### src/rtl/seq_pkg.sv
// Shared types and constants for the sequence-detector stimulus/check slice.
package seq_pkg;

  typedef enum logic [1:0] {
    TX_IDLE  = 2'd0,
    TX_SHIFT = 2'd1,
    TX_GAP   = 2'd2
  } tx_state_t;

  // Encoding matches the "two consecutive ones" detector under test.
  typedef enum logic [1:0] {
    D_S0 = 2'b00,
    D_S1 = 2'b01,
    D_S2 = 2'b10
  } det_state_t;

  localparam logic [7:0] ERR_MAX = 8'd255;

  function automatic det_state_t det_next(input det_state_t s, input logic a);
    if (!a) begin
      return D_S0;
    end
    return (s == D_S0) ? D_S1 : D_S2;
  endfunction

endpackage

### src/rtl/seq_det_model.sv
// Golden "two consecutive ones" detector; exp_y is a Moore output of the registered state.
module seq_det_model
  import seq_pkg::*;
(
  input  logic clk,
  input  logic rst_n,
  input  logic a,
  output logic exp_y
);

  det_state_t state_q;

  always_ff @(posedge clk) begin
    if (!rst_n) begin
      state_q <= D_S0;
    end else begin
      state_q <= det_next(state_q, a);
    end
  end

  assign exp_y = (state_q == D_S2);

endmodule

### src/rtl/seq_pattern_tx.sv
// Serial pattern transmitter with idle gap, plus a lockstep checker comparing the
// detector's y against the golden model and counting mismatches.
module seq_pattern_tx
  import seq_pkg::*;
#(
  parameter int unsigned MAX_LEN = 16,
  parameter int unsigned LEN_W   = $clog2(MAX_LEN + 1),
  parameter int unsigned GAP_W   = 4
) (
  input  logic               clk,
  input  logic               rst_n,
  input  logic               in_valid,
  output logic               in_ready,
  input  logic [MAX_LEN-1:0] in_bits,
  input  logic [LEN_W-1:0]   in_len,
  input  logic [GAP_W-1:0]   in_gap,
  output logic               a,
  output logic               a_valid,
  output logic               frame_done,
  input  logic               y_in,
  input  logic               chk_en,
  output logic               exp_y,
  output logic               mismatch,
  output logic [7:0]         err_count
);

  tx_state_t          state_q, state_d;
  logic [MAX_LEN-1:0] shreg_q, shreg_d;
  logic [LEN_W-1:0]   cnt_q, cnt_d;
  logic [GAP_W-1:0]   gap_q, gap_d;
  logic               a_q, a_d;
  logic               a_valid_q, a_valid_d;
  logic               frame_done_q, frame_done_d;
  logic               mismatch_q, mismatch_d;
  logic [7:0]         err_q, err_d;
  logic [LEN_W-1:0]   len_clamped;

  assign len_clamped = (in_len > LEN_W'(MAX_LEN)) ? LEN_W'(MAX_LEN) : in_len;
  assign in_ready    = (state_q == TX_IDLE);

  // a_q holds the bit on the wire; shreg_q holds the bits still to come.
  always_comb begin
    state_d      = state_q;
    shreg_d      = shreg_q;
    cnt_d        = cnt_q;
    gap_d        = gap_q;
    a_d          = 1'b0;
    a_valid_d    = 1'b0;
    frame_done_d = 1'b0;
    unique case (state_q)
      TX_IDLE: begin
        if (in_valid) begin
          gap_d = in_gap;
          if (len_clamped != '0) begin
            a_d       = in_bits[0];
            a_valid_d = 1'b1;
            shreg_d   = in_bits >> 1;
            cnt_d     = len_clamped;
            state_d   = TX_SHIFT;
          end else begin
            frame_done_d = 1'b1;
            state_d      = (in_gap != '0) ? TX_GAP : TX_IDLE;
          end
        end
      end
      TX_SHIFT: begin
        if (cnt_q > LEN_W'(1)) begin
          a_d       = shreg_q[0];
          a_valid_d = 1'b1;
          shreg_d   = shreg_q >> 1;
          cnt_d     = cnt_q - LEN_W'(1);
        end else begin
          cnt_d        = '0;
          frame_done_d = 1'b1;
          state_d      = (gap_q != '0) ? TX_GAP : TX_IDLE;
        end
      end
      TX_GAP: begin
        gap_d = gap_q - GAP_W'(1);
        if (gap_q <= GAP_W'(1)) begin
          state_d = TX_IDLE;
        end
      end
      default: state_d = TX_IDLE;
    endcase
  end

  always_comb begin
    mismatch_d = chk_en && (y_in != exp_y);
    err_d      = err_q;
    if (mismatch_d && (err_q != ERR_MAX)) begin
      err_d = err_q + 8'd1;
    end
  end

  always_ff @(posedge clk) begin
    if (!rst_n) begin
      state_q      <= TX_IDLE;
      shreg_q      <= '0;
      cnt_q        <= '0;
      gap_q        <= '0;
      a_q          <= 1'b0;
      a_valid_q    <= 1'b0;
      frame_done_q <= 1'b0;
      mismatch_q   <= 1'b0;
      err_q        <= '0;
    end else begin
      state_q      <= state_d;
      shreg_q      <= shreg_d;
      cnt_q        <= cnt_d;
      gap_q        <= gap_d;
      a_q          <= a_d;
      a_valid_q    <= a_valid_d;
      frame_done_q <= frame_done_d;
      mismatch_q   <= mismatch_d;
      err_q        <= err_d;
    end
  end

  assign a          = a_q;
  assign a_valid    = a_valid_q;
  assign frame_done = frame_done_q;
  assign mismatch   = mismatch_q;
  assign err_count  = err_q;

  seq_det_model u_model (
    .clk   (clk),
    .rst_n (rst_n),
    .a     (a_q),
    .exp_y (exp_y)
  );

endmodule

### config.mk
export PLATFORM = sky130hd
export DESIGN_NAME = seq_pattern_tx
export DESIGN_NICKNAME = d
export VERILOG_FILES = /design/src/rtl/seq_pkg.sv /design/src/rtl/seq_det_model.sv /design/src/rtl/seq_pattern_tx.sv
export SDC_FILE = /design/constraint.sdc
export NUM_CORES = 1
export LEC_CHECK = 0
export CAP_MARGIN = 10
export CORE_ASPECT_RATIO = 1.5
export CORE_MARGIN = 3
export CORE_UTILIZATION = 47
export CTS_CLUSTER_DIAMETER = 50
export DETAILED_ROUTE_END_ITERATION = 16
export PLACE_DENSITY = 0.78
export SLEW_MARGIN = 20
export SYNTH_ARGS = -nofsm -noshare
export SYNTH_HDL_FRONTEND = slang
export SYNTH_SLANG_ARGS = --single-unit
### constraint.sdc
create_clock -name clk -period 4.6 [get_ports clk]
set_input_delay 0.46 -clock clk [delete_from_list [all_inputs] [get_ports clk]]
set_output_delay 0.46 -clock clk [all_outputs]
set_load 0.01 [all_outputs]
Word-level counts from Yosys, hierarchy flattened
Index checks and enable logic that the tools add are counted.
- add/subtract/negate cells: 3
- order comparisons: 3
- eq/ne operators: 10
- multiplexer cells: 35
- reduce and logical (&&, ||, !) cells: 13
- operators by type and width (kind ; number):
    $mux 16 ; 3
    $pmux 16 s2 ; 1
    $mux 5 ; 4
    $mux 2 ; 9
    $mux 1 ; 11
    $pmux 5 s2 ; 1
    $add 8x1->8 const B ; 1
    $ne 2x2->1 const B ; 4
    $ne 8x8->1 const B ; 1
    $pmux 4 s2 ; 1
    $reduce_bool 4->1 ; 2
    $pmux 1 s2 ; 3
    $pmux 2 s3 ; 1
    $reduce_and 3->1 ; 2
    $gt 5x1->1 const B ; 1
    $gt 5x5->1 const B ; 1
    $reduce_bool 5->1 ; 1
    $sub 5x1->5 const B ; 1
    $eq 2x2->1 const B ; 2
    $le 4x1->1 const B ; 1
    $logic_not 2->1 ; 2
    $mux 4 ; 1
    $reduce_and 4->1 ; 1
    $reduce_bool 2->1 ; 2
    other kinds (6) ; 7
- register bits: 41
- input bits: 30
- output and inout bits: 14
- word-level logic and storage cells: 74

Longest topological paths before layout
- depth in word-level cells: 6
- gate-level depth with buffers: 8
- depth with buffers taken out: 6

Cells and area by module
Synthesis repeated with hierarchy kept, for this count alone.
- cells, all modules: 232
- area total of the unflattened synthesis: 2119.5 um^2
- modules (own cells, without submodules) (module ; times used ; cells an instance ; area each (um^2) ; seq. area each (um^2)):
    seq_pattern_tx ; 1 ; 227 ; 2048.2 ; 760.7
    seq_det_model ; 1 ; 5 ; 71.3 ; 40.0

Least setup slack after synthesis
Ideal clock, no wire load.
- kind: reg2reg
- start: register cnt_q[1]
- end: register shreg_q[2]
- setup time: 0.139 ns
- data arrival time: 1.523 ns
- required time: 4.461 ns
- path slack: 2.938 ns
- cell stages (with the launch flop): 9
- path buffers: 2
- period minus slack after synthesis: 1.662 ns
- cell sequence: dfxtp_1 inv_1 ha_1 o21bai_1 a21oi_2 or2_1 buf_4 buf_6 a211oi_2
- cells in the longest elaborated chain, start to end: 3
- RTL lines (element ; line ; RTL):
    start: declaration ; seq_pattern_tx.sv:29 ; logic [LEN_W-1:0] cnt_q, cnt_d;
    start signal: assignment ; seq_pattern_tx.sv:110 ; cnt_q <= cnt_d;
    $gt 5x1->1 ; seq_pattern_tx.sv:67 ; if (cnt_q > LEN_W'(1)) begin
    $ne 2x2->1 (no source line) ; -- ;
    $reduce_and 4->1 (no source line) ; -- ;
    end signal: assignment ; seq_pattern_tx.sv:109 ; shreg_q <= shreg_d;
    end: declaration ; seq_pattern_tx.sv:28 ; logic [MAX_LEN-1:0] shreg_q, shreg_d;
Every way passes these cells.
A chain may end at the register's enable or synchronous reset.

Final worst setup path
- start: input port in_valid
- end: register shreg_q[14]
- cells in the longest elaborated chain, start to end: 2
- RTL lines (element ; line ; RTL):
    start: declaration ; seq_pattern_tx.sv:12 ; input logic in_valid,
    $ne 2x2->1 (no source line) ; -- ;
    $reduce_and 4->1 (no source line) ; -- ;
Every way passes these cells.

==> metrics.log <==
INFO  metric run_status = completed
INFO  metric post_synth_xor_area_fraction = 0.412%
INFO  metric post-synth-top-area-cell = dfxtp_1
INFO  metric insertedDiodeCount = 0
INFO  metric rsz_0062_raised_after_global_routing = false
INFO  metric cts_max_path_buffers = 2
INFO  metric final.min_clock_period = 2.56 ns
INFO  metric cp.required = 4.75 ns
INFO  metric syn_area = 0.00212 mm2
INFO  metric synthAdderAreaFrac = 2.95%
INFO  metric routed_wirelength = 4.69 mm
INFO  metric synth_compound_area_share = 24.5%
INFO  metric root_buffer = clkbuf_8
INFO  metric post_synth_and_or_nand_nor_area_fraction = 21.0%
INFO  metric worst_ep_arrival_time = 2.71 ns
INFO  metric final_area = 0.00266 mm2
INFO  metric crit_path_max_fanout = 17
INFO  metric crit_chain = clkdlybuf4s50_1, nand2b_1, a211oi_4, or2_1, o21ai_1
INFO  metric dr.pass1.iters = 4
INFO  metric numClockSinks = 40
INFO  metric htree_levels = 2
INFO  metric postSynth.topFlopCell = dfxtp_1
INFO  metric critical_path.max_stage_delay = 0.67 ns
INFO  metric avgViaCountPerCell = 5.84
INFO  metric hold_buffer_count_at_cts = 0
INFO  metric number_of_antenna_violations_at_the_first_check_in_global_routing = 0
INFO  metric final_routed_drc_violation_total = 0
INFO  metric synthesis.nets = 272
INFO  metric final.setup_skew = 0.00240 ns
INFO  metric worstPathBufferInverterCount = 1
INFO  metric globalplace.congestion = 0.824
INFO  metric core_region_area = 0.00428 mm2
INFO  metric drtIter0Drc = 112
INFO  metric grt_max_degree = 23
INFO  metric period_share = 55.7%
INFO  metric fin_setup_tns = 0 ns
INFO  metric area.growth.synth_to_final = 25.1%
INFO  metric postSynthCellCount = 237
INFO  metric max_cap_viol_count = 0
INFO  metric power.total = 890 uW
INFO  metric grt.total_usage = 18.1%
INFO  metric achievable-frequency = 0.391 GHz
INFO  metric max_slew.worst_pin.slew = 0.917 ns
INFO  metric vias_in_the_first_global_route = 1703
INFO  metric slew_headroom = 37.1%
INFO  metric power.ir.vdd_worst = 276 uV
INFO  metric dpl_cell_area = 0.00256 mm2
INFO  metric crit_path_end_kind = flip-flop
INFO  metric start_util = 49.6%
INFO  metric finalMaxSlewViolations = 0
INFO  metric antenna_violating_nets_left = 0
INFO  metric setup_viol = 0
INFO  metric layout.filler_cells = 367
INFO  metric synth_seq_cells = 40
INFO  metric cts_setup_buffers = 0
INFO  metric crit_type = in -> reg
INFO  metric synth_edf_count = 0
INFO  metric start_kind = primary input
INFO  metric tritoncts = built
INFO  metric ys_top_cells_by_area = dfxtp_1, mux2i_1, a211oi_2, nor3_1, nor2_1
INFO  metric die_area = 0.00538 mm2
INFO  metric final_nets = 311
INFO  metric final_core_util = 62.0%
INFO  metric die_h = 88.3 um
INFO  metric dp.final_hpwl = 3.40 mm
INFO  metric p_leak = 0.918 nW
INFO  metric core.rowCount = 29
INFO  metric muxShareOfSynthArea = 8.54%
INFO  metric io_buffer_count = 43
INFO  metric synth_top_cell_area_share = 37.7%
INFO  metric ios = 44
INFO  metric wire_length_of_the_first_global_routing_pass = 7.50 mm
INFO  metric post_synth.cell_area_avg = 8.96 um2
INFO  metric synth_top_family_by_area = compound AO/OA/AOI/OAI gates
INFO  metric timing.final.hold_violations = 0
INFO  metric synthesis.yosys.warnings = 0
INFO  metric cts_resized = 0
INFO  metric post_synth_num_cell_types = 50
INFO  metric ys_seq_area_share = 37.7%
INFO  metric dieWidth = 60.9 um
INFO  metric hp-class = reg -> reg
INFO  metric clk_pin_slew = 0.07 ns
INFO  metric powerDensity = 335 mW/mm2
INFO  metric vias = 1880
INFO  metric worst_skew_pair.late_latency = 0.29 ns
INFO  metric grt_overflow_total = 0
INFO  metric detail_route.wl_per_cell = 14.5 um
INFO  metric post_route_cells_drive_above_1_share = 8.70%
INFO  metric critical_path.top_delay_family = simple AND/OR/NAND/NOR gates
INFO  metric cts-buffers-inserted = 5
INFO  metric multi_input_comb_area = 0.00122 mm2
INFO  metric master_of_the_slowest_instance_on_the_critical_path = or2_1
INFO  metric fraction_of_registers_with_async_set_or_reset_after_synthesis = 0%
INFO  metric layout.area.seq = 801 um2
[power by group]
| part | switching, mW | internal, mW | leakage, nW |
|---|---|---|---|
| Clock | 0.117 | 0.134 | 0.0503 |
| Sequential | 0.0325 | 0.382 | 0.329 |
| Combinational | 0.116 | 0.110 | 0.539 |
| Total | 0.265 | 0.625 | 0.918 |
[state kept, by name (all words and copies together), names as in the netlist]
signal           count
u_model.state_q      2
state_q              2
err_count            8
cnt_q                5
frame_done           1
shreg_q             15
a_valid              1
mismatch             1
gap_q                4
a                    1
[path summary, 6_finish.rpt]
path | cells past startpoint | to | from | slack (ns)
worst max-delay path | 5 | shreg_q[14]$_SDFFE_PN0P_ | in_valid | 2.04
worst max register to register | 4 | shreg_q[14]$_SDFFE_PN0P_ | state_q[0]$_SDFFE_PN0P_ | 2.19
worst min register to register | 1 | u_model.state_q[0]$_SDFF_PN0_ | u_model.state_q[0]$_SDFF_PN0_ | 0.44
worst min-delay path | 1 | u_model.state_q[0]$_SDFF_PN0_ | u_model.state_q[0]$_SDFF_PN0_ | 0.44
[per-layer routing]
| layer | vias up | global-route usage (%) | part of all wire (%) |
|---|---|---|---|
| met5 | - | 0 | 0 |
| met2 | 45 | 32.1 | 53 |
| li1 | 956 | - | - |
| met1 | 875 | 21.4 | 43 |
| met4 | 0 | 5.92 | 0.92 |
| met3 | 4 | 3.50 | 3.6 |
[cell families (layout without fill, tap and decap cells)]
family,Yosys count,after routing
adders and majority gates,5,5
and+or+nand+nor,84,84
buffers and inverters,23,62
xor gates and xnor gates,1,1
AOI/OAI and AO/OA,66,66
DFF,40,40
muxes,18,18
[final cells by class]
type | instances | share of cell area, %
Clock buffer | 7 | 3.63
Inverter | 10 | 1.41
Multi-Input combinational cell | 174 | 45.9
Sequential cell | 40 | 30.1
Tap cell | 46 | 2.17
Timing Repair Buffer | 45 | 16.8
[synthesized netlist by cell type, types with 2 or more instances]
master	n
dfxtp_1	40
a21oi_1	11
nor3_1	19
o41ai_1	2
ha_1	5
nor2b_1	4
a32oi_1	2
o21ai_0	8
nand3_1	6
a211oi_1	8
a22oi_1	4
and2_1	5
o31a_1	2
a211oi_2	10
nor2_1	18
inv_1	10
clkbuf_1	5
o21bai_1	2
nand2b_1	4
nand3b_1	2
o22ai_1	4
mux2i_1	17
nor4_1	2
o31ai_1	2
or4_1	4
o311ai_0	2
buf_2	5
nand2_1	11
nand4_1	2
[layout by cell type (no fill, tap or decap), types with 2 or more instances in the layout]
| cell | count |
|---|---|
| a211oi_1 | 8 |
| a211oi_2 | 10 |
| a21oi_1 | 11 |
| a22oi_1 | 4 |
| a32oi_1 | 2 |
| and2_1 | 5 |
| buf_4 | 2 |
| clkbuf_8 | 7 |
| clkdlybuf4s50_1 | 43 |
| dfxtp_1 | 40 |
| ha_1 | 5 |
| inv_1 | 10 |
| mux2i_1 | 17 |
| nand2_1 | 11 |
| nand2b_1 | 4 |
| nand3_1 | 6 |
| nand3b_1 | 2 |
| nand4_1 | 2 |
| nor2_1 | 18 |
| nor2b_1 | 4 |
| nor3_1 | 19 |
| nor4_1 | 2 |
| o21ai_0 | 8 |
| o21bai_1 | 2 |
| o22ai_1 | 4 |
| o311ai_0 | 2 |
| o31a_1 | 2 |
| o31ai_1 | 2 |
| o41ai_1 | 2 |
| or4_1 | 4 |
[stage by stage]
step	setup WS, ns	cells	hold WS (ns)
5_1_grt	1.80	322	0.468
3_3_place_gp	1.76	315	0.423
3_5_place_dp	1.71	315	0.430
4_1_cts	2.04	322	0.441
6_report	2.04	322	0.436
2_1_floorplan	2.94	237	0.412
Power figures use the tool's default switching activity.
==> edit 1, RTL diff (config.mk and constraints unchanged) <==
Make the reset (`rst_n`) asynchronous in 2 clocked blocks.
--- a/src/rtl/seq_det_model.sv
+++ b/src/rtl/seq_det_model.sv
@@ -10,7 +10,7 @@
 
   det_state_t state_q;
 
-  always_ff @(posedge clk) begin
+  always_ff @(posedge clk or negedge rst_n) begin
     if (!rst_n) begin
       state_q <= D_S0;
     end else begin
--- a/src/rtl/seq_pattern_tx.sv
+++ b/src/rtl/seq_pattern_tx.sv
@@ -93,7 +93,7 @@
     end
   end
 
-  always_ff @(posedge clk) begin
+  always_ff @(posedge clk or negedge rst_n) begin
     if (!rst_n) begin
       state_q      <= TX_IDLE;
       shreg_q      <= '0;
Check against the original RTL: differs if rst_n is asserted again (counterexample within 4 cycles, from zero or initial values and one cycle with rst_n low); with rst_n held inactive, the same outputs for 10 cycles.
==> edit 1 against the unedited design <==
  * Synthesized area grew 1.6%
  * Register-to-register slack better by 0.14 ns
  * Setup slack improved by 0.28 ns
  * Cell area rose by 0.33%
  * Sequential share of layout area up 7.4 points
  * First-iteration DRC count fell by 39%
  * Wire length fell by 6.4%
  * Sequential cell count stayed put
  * Synthesized cell count down 7.6%
  * Critical endpoint is now shreg_q[5]$_DFFE_PN0P_
  * Largest cell class unchanged
Power is not compared: it rests on default switching activity, and its combinational part moved more than twofold at a synthesized area within 25%.
==> edit 1: results (changes against the unedited design) <==
* All-layer global routing usage at 17.3% (-0.80 points)
* Final #Nets at 295 (-5.1%)
* WL/cell at 14.3 um (-1.6%)
* Synth Area in XOR/XNOR at 2.43% (+2.0 points)
* Worst R2R Start: cnt_q[1]$_DFFE_PN0P_
* Worst path slowest cell: clkdlybuf4s50_1
* Hold_ws at 0.289 ns (-0.147 ns)
* Hold Path Class: in2async
* RR Endpoint: shreg_q[11]$_DFFE_PN0P_
* Dpl cell area at 0.00259 mm^2 (+1.1%)
* Post-synth net total at 254 (-6.6%)
* Layout cells sized above 1 at 10.8% (+2.1 points)
* Crit path DAT at 2.45 ns (-0.26 ns)
* Top cells by count, synth: nand2_1, dfrtp_1, nor2_1, o21ai_0
* Max incr delay on CP at 0.48 ns (-0.19 ns)
* Worst-Margin Slew at 0.884 ns (-0.0339 ns)
* WL met3 at 257 um (+50%)
* FILL cells at 371 (+1.1%)
* Reg2reg path depth at 5 (+1)
* First-pass GRT wire length at 7.04 mm (-6.1%)
* Vias in the first global route at 1608 (-5.6%)
* Largest net degree at the start of global routing at 41 (+78%)
* Mux share of post-synthesis cell area at 9.68% (+1.1 points)
* Async S/R FF share, synth at 100% (+100 points)
* Final worst slack at 2.32 ns (+0.279 ns)
* DRT Pass-1 Iters at 4 (unchanged)
* GR met2 Demand/Resource at 28.2% (-3.9 points)
* Area share of fa/ha/maj cells after synthesis at 2.90% (-0.048 points)
* Mean area per synthesized cell at 9.86 um^2 (+10%)
* Metal2 WL at 2.19 mm (-11%)
* Pre-CTS setup slack at 2.03 ns (+0.312 ns)
* Synth area leaders: dfrtp_1, nand2_1, mux2_4, mux2_2, ha_1
* Met1 Usage GRT at 22.3% (+0.92 points)
* Final Core Density at 61.7% (-0.32 points)
* Status: completed
* GP Congestion at 0.893 (+8.3%)
* CTS resizes at 0 (unchanged)
* R2r setup slk at 2.33 ns (+0.14 ns)
* Setup bufs post-CTS at 0 (unchanged)
* Met1 Routed Length at 1.91 mm (-4.7%)
* Post-synthesis sequential area ratio at 46.4% (+8.7 points)
* Top FF cell, synth: dfrtp_1
* CP Launch Point: in_len[4]
* Skew final at 0.00599 ns (+0.00360 ns)
* Compound-gate portion of the synthesized area at 13.4% (-11 points)
* Placed wire-length estimate at 3.13 mm (-8.1%)
* Distinct cell type count after synthesis at 48 (-4.0%)
* Vias per std cell at 5.69 (-2.6%)
* Initial detailed-routing violation count at 68 (-39%)
* Largest fanout on the critical path at 16 (-1)
* Worst Setup EP: shreg_q[5]$_DFFE_PN0P_
* Post-Route WL at 4.38 mm (-6.4%)
## edit 1: cell types whose count changed after synthesis, moves of 8 or more
cell,unedited run,this run
dfrtp_1,0,40
dfxtp_1,40,0
nand2_1,11,43
mux2i_1,17,1
nor3_1,19,3
a211oi_2,10,0
a211oi_1,8,0
mux2_4,0,8
## edit 1: area by class of cell
| type | count | share of cell area (%) |
|---|---|---|
| multi-input cells | 161 | 40.0 |
| inverters | 8 | 1.13 |
| flip-flops and latches | 40 | 37.6 |
| well taps | 46 | 2.16 |
| repair buffers | 44 | 16.2 |
| clock buffers | 6 | 2.72 |
| clock inverters | 1 | 0.188 |
## edit 1: power breakdown
group	switching [mW]	internal [mW]
logic	0.336	0.406
registers	0.157	0.508
clock network	0.114	0.103
## edit 1: cell families (layout without fill, tap and decap cells)
group                    count (synthesis)  count (layout)
adder cells (fa/ha/maj)                  5               5
AO/OA/AOI/OAI                           43              43
multiplexers                            16              16
buffers and inverters                   18              59
flip-flops                              40              40
AND/OR/NAND/NOR                         91              91
XOR/XNOR                                 6               6
==> edit 2, RTL diff (same settings) <==
Made on the original files. `GAP_W`: 4 -> 3.
--- a/src/rtl/seq_pattern_tx.sv
+++ b/src/rtl/seq_pattern_tx.sv
@@ -5,7 +5,7 @@
 #(
   parameter int unsigned MAX_LEN = 16,
   parameter int unsigned LEN_W   = $clog2(MAX_LEN + 1),
-  parameter int unsigned GAP_W   = 4
+  parameter int unsigned GAP_W   = 3
 ) (
   input  logic               clk,
   input  logic               rst_n,
Interface: changed (resized in_gap); port bits go from 44 to 43. The function was not compared with the original's and may differ.
==> edit 2 against the unedited design <==
  * Global-route usage up 0.73 points
  * Critical endpoint is now a_valid$_SDFF_PN0_
  * Setup slack better by 0.0037 ns
  * Fmax up 0.14%
  * First-iteration DRC count down 47%
  * Synthesized area down 0.94%
  * Sequential share of layout area about the same
  * Register-to-register slack worse by 0.05 ns
  * Largest cell class unchanged
  * Total power down 4.0%
  * Sequential cell count down 1
  * Wire length down 3.6%
  * Clock skew up 0.0085 ns
  * Cell area down 2.4%
==> edit 2: results (changes against the unedited design) <==
* Status: completed
* Top cells by count, synth: dfxtp_1, mux2i_1, nor3_1, nor2_1, nand2_1
* Synth area leaders: dfxtp_1, mux2i_1, a211oi_2, nor3_1, ha_1
* Hold Path Class: reg2reg
* Crit path DAT at 2.80 ns (+0.09 ns)
* Max reg flops at 15 (unchanged)
* Max VDD drop at 280 uV (+1.4%)
* IO Port Bufs at 42 (-2.3%)
* All-layer global routing usage at 18.9% (+0.73 points)
* Vias in the first global route at 1712 (+0.53%)
* Vias per std cell at 5.90 (+1.1%)
* Dpl cell area at 0.00251 mm^2 (-2.0%)
* Leakage Power at 0.990 nW (+7.8%)
* Post-synth net total at 264 (-2.9%)
* Placed insts at 303 (-3.8%)
* Slew HR at 40.5% (+3.4 points)
* Layout cells sized above 1 at 9.81% (+1.1 points)
* Distinct cell type count after synthesis at 55 (+10%)
* Placed wire-length estimate at 3.25 mm (-4.6%)
* GP Congestion at 0.903 (+9.6%)
* Via count at 1835 (-2.4%)
* First-pass GRT wire length at 7.69 mm (+2.6%)
* Skew final at 0.0109 ns (+0.00850 ns)
* Post-Route WL at 4.51 mm (-3.6%)
* Largest net degree at the start of global routing at 28 (+22%)
* Initial detailed-routing violation count at 59 (-47%)
* FILL cells at 383 (+4.4%)
* Antenna violations before repair at 0 (unchanged)
* Synthesized instance count at 229 (-3.4%)
* Post-synthesis sequential area ratio at 37.1% (-0.59 points)
edit 2: cell types whose count changed after synthesis, sizes merged, moves of 3 or more:
cell / before / now
nand2b: 4 / 7
a21oi: 12 / 7
and2: 5 / 2
o22ai: 4 / 1
and3: 0 / 4
edit 2: path summary, 6_finish.rpt:
check,from,end,slack (ns),depth (start not counted)
max,in_valid,a_valid$_SDFF_PN0_,2.04,5
min,u_model.state_q[1]$_SDFF_PN0_,u_model.state_q[0]$_SDFF_PN0_,0.46,1
max reg2reg,cnt_q[1]$_SDFFE_PN0P_,a_valid$_SDFF_PN0_,2.14,6
min reg2reg,u_model.state_q[1]$_SDFF_PN0_,u_model.state_q[0]$_SDFF_PN0_,0.46,1
edit 2: kinds of logic after synthesis:
| family | Yosys count | synth area share [%] |
|---|---|---|
| simple gates | 77 | 19.4 |
| mux | 19 | 9.28 |
| xor+xnor | 1 | 0.416 |
| compound gates | 61 | 24.5 |
| buf+inv | 26 | 5.77 |
| fa+ha+maj | 6 | 3.57 |
| flops | 39 | 37.1 |
edit 2: layout make-up:
class,instances,area (um^2),area share (%)
timing repair buffer,43,428,16.5
clock buffer,6,72.6,2.80
multi-input combinational,164,1200,46.3
inverter,11,41.3,1.59
tap,46,57.6,2.22
sequential,39,781,30.1
clock inverter,2,12.5,0.482
edit 2: power breakdown:
group | switching (mW) | total [mW] | internal (mW)
registers | 0.0297 | 0.402 | 0.373
logic | 0.115 | 0.225 | 0.110
clock network | 0.122 | 0.227 | 0.106
total | 0.266 | 0.855 | 0.588
edit 2: per-layer routing:
| layer | routed length (um) | GRT usage, % |
|---|---|---|
| met3 | 239 | 4.87 |
| met5 | 0 | 0 |
| met2 | 2240 | 31.2 |
| met1 | 1960 | 22.8 |
| met4 | 78 | 7.89 |
edit 2: stage by stage:
stage	power [mW]	util (%)	setup slack (ns)
after global routing	0.906	60.6	1.87
after CTS	0.864	60.6	2.06
after global placement	0.632	58.6	1.82
after detailed placement	0.635	58.6	1.74
final	0.855	60.6	2.04
after floorplan	0.573	-	2.98
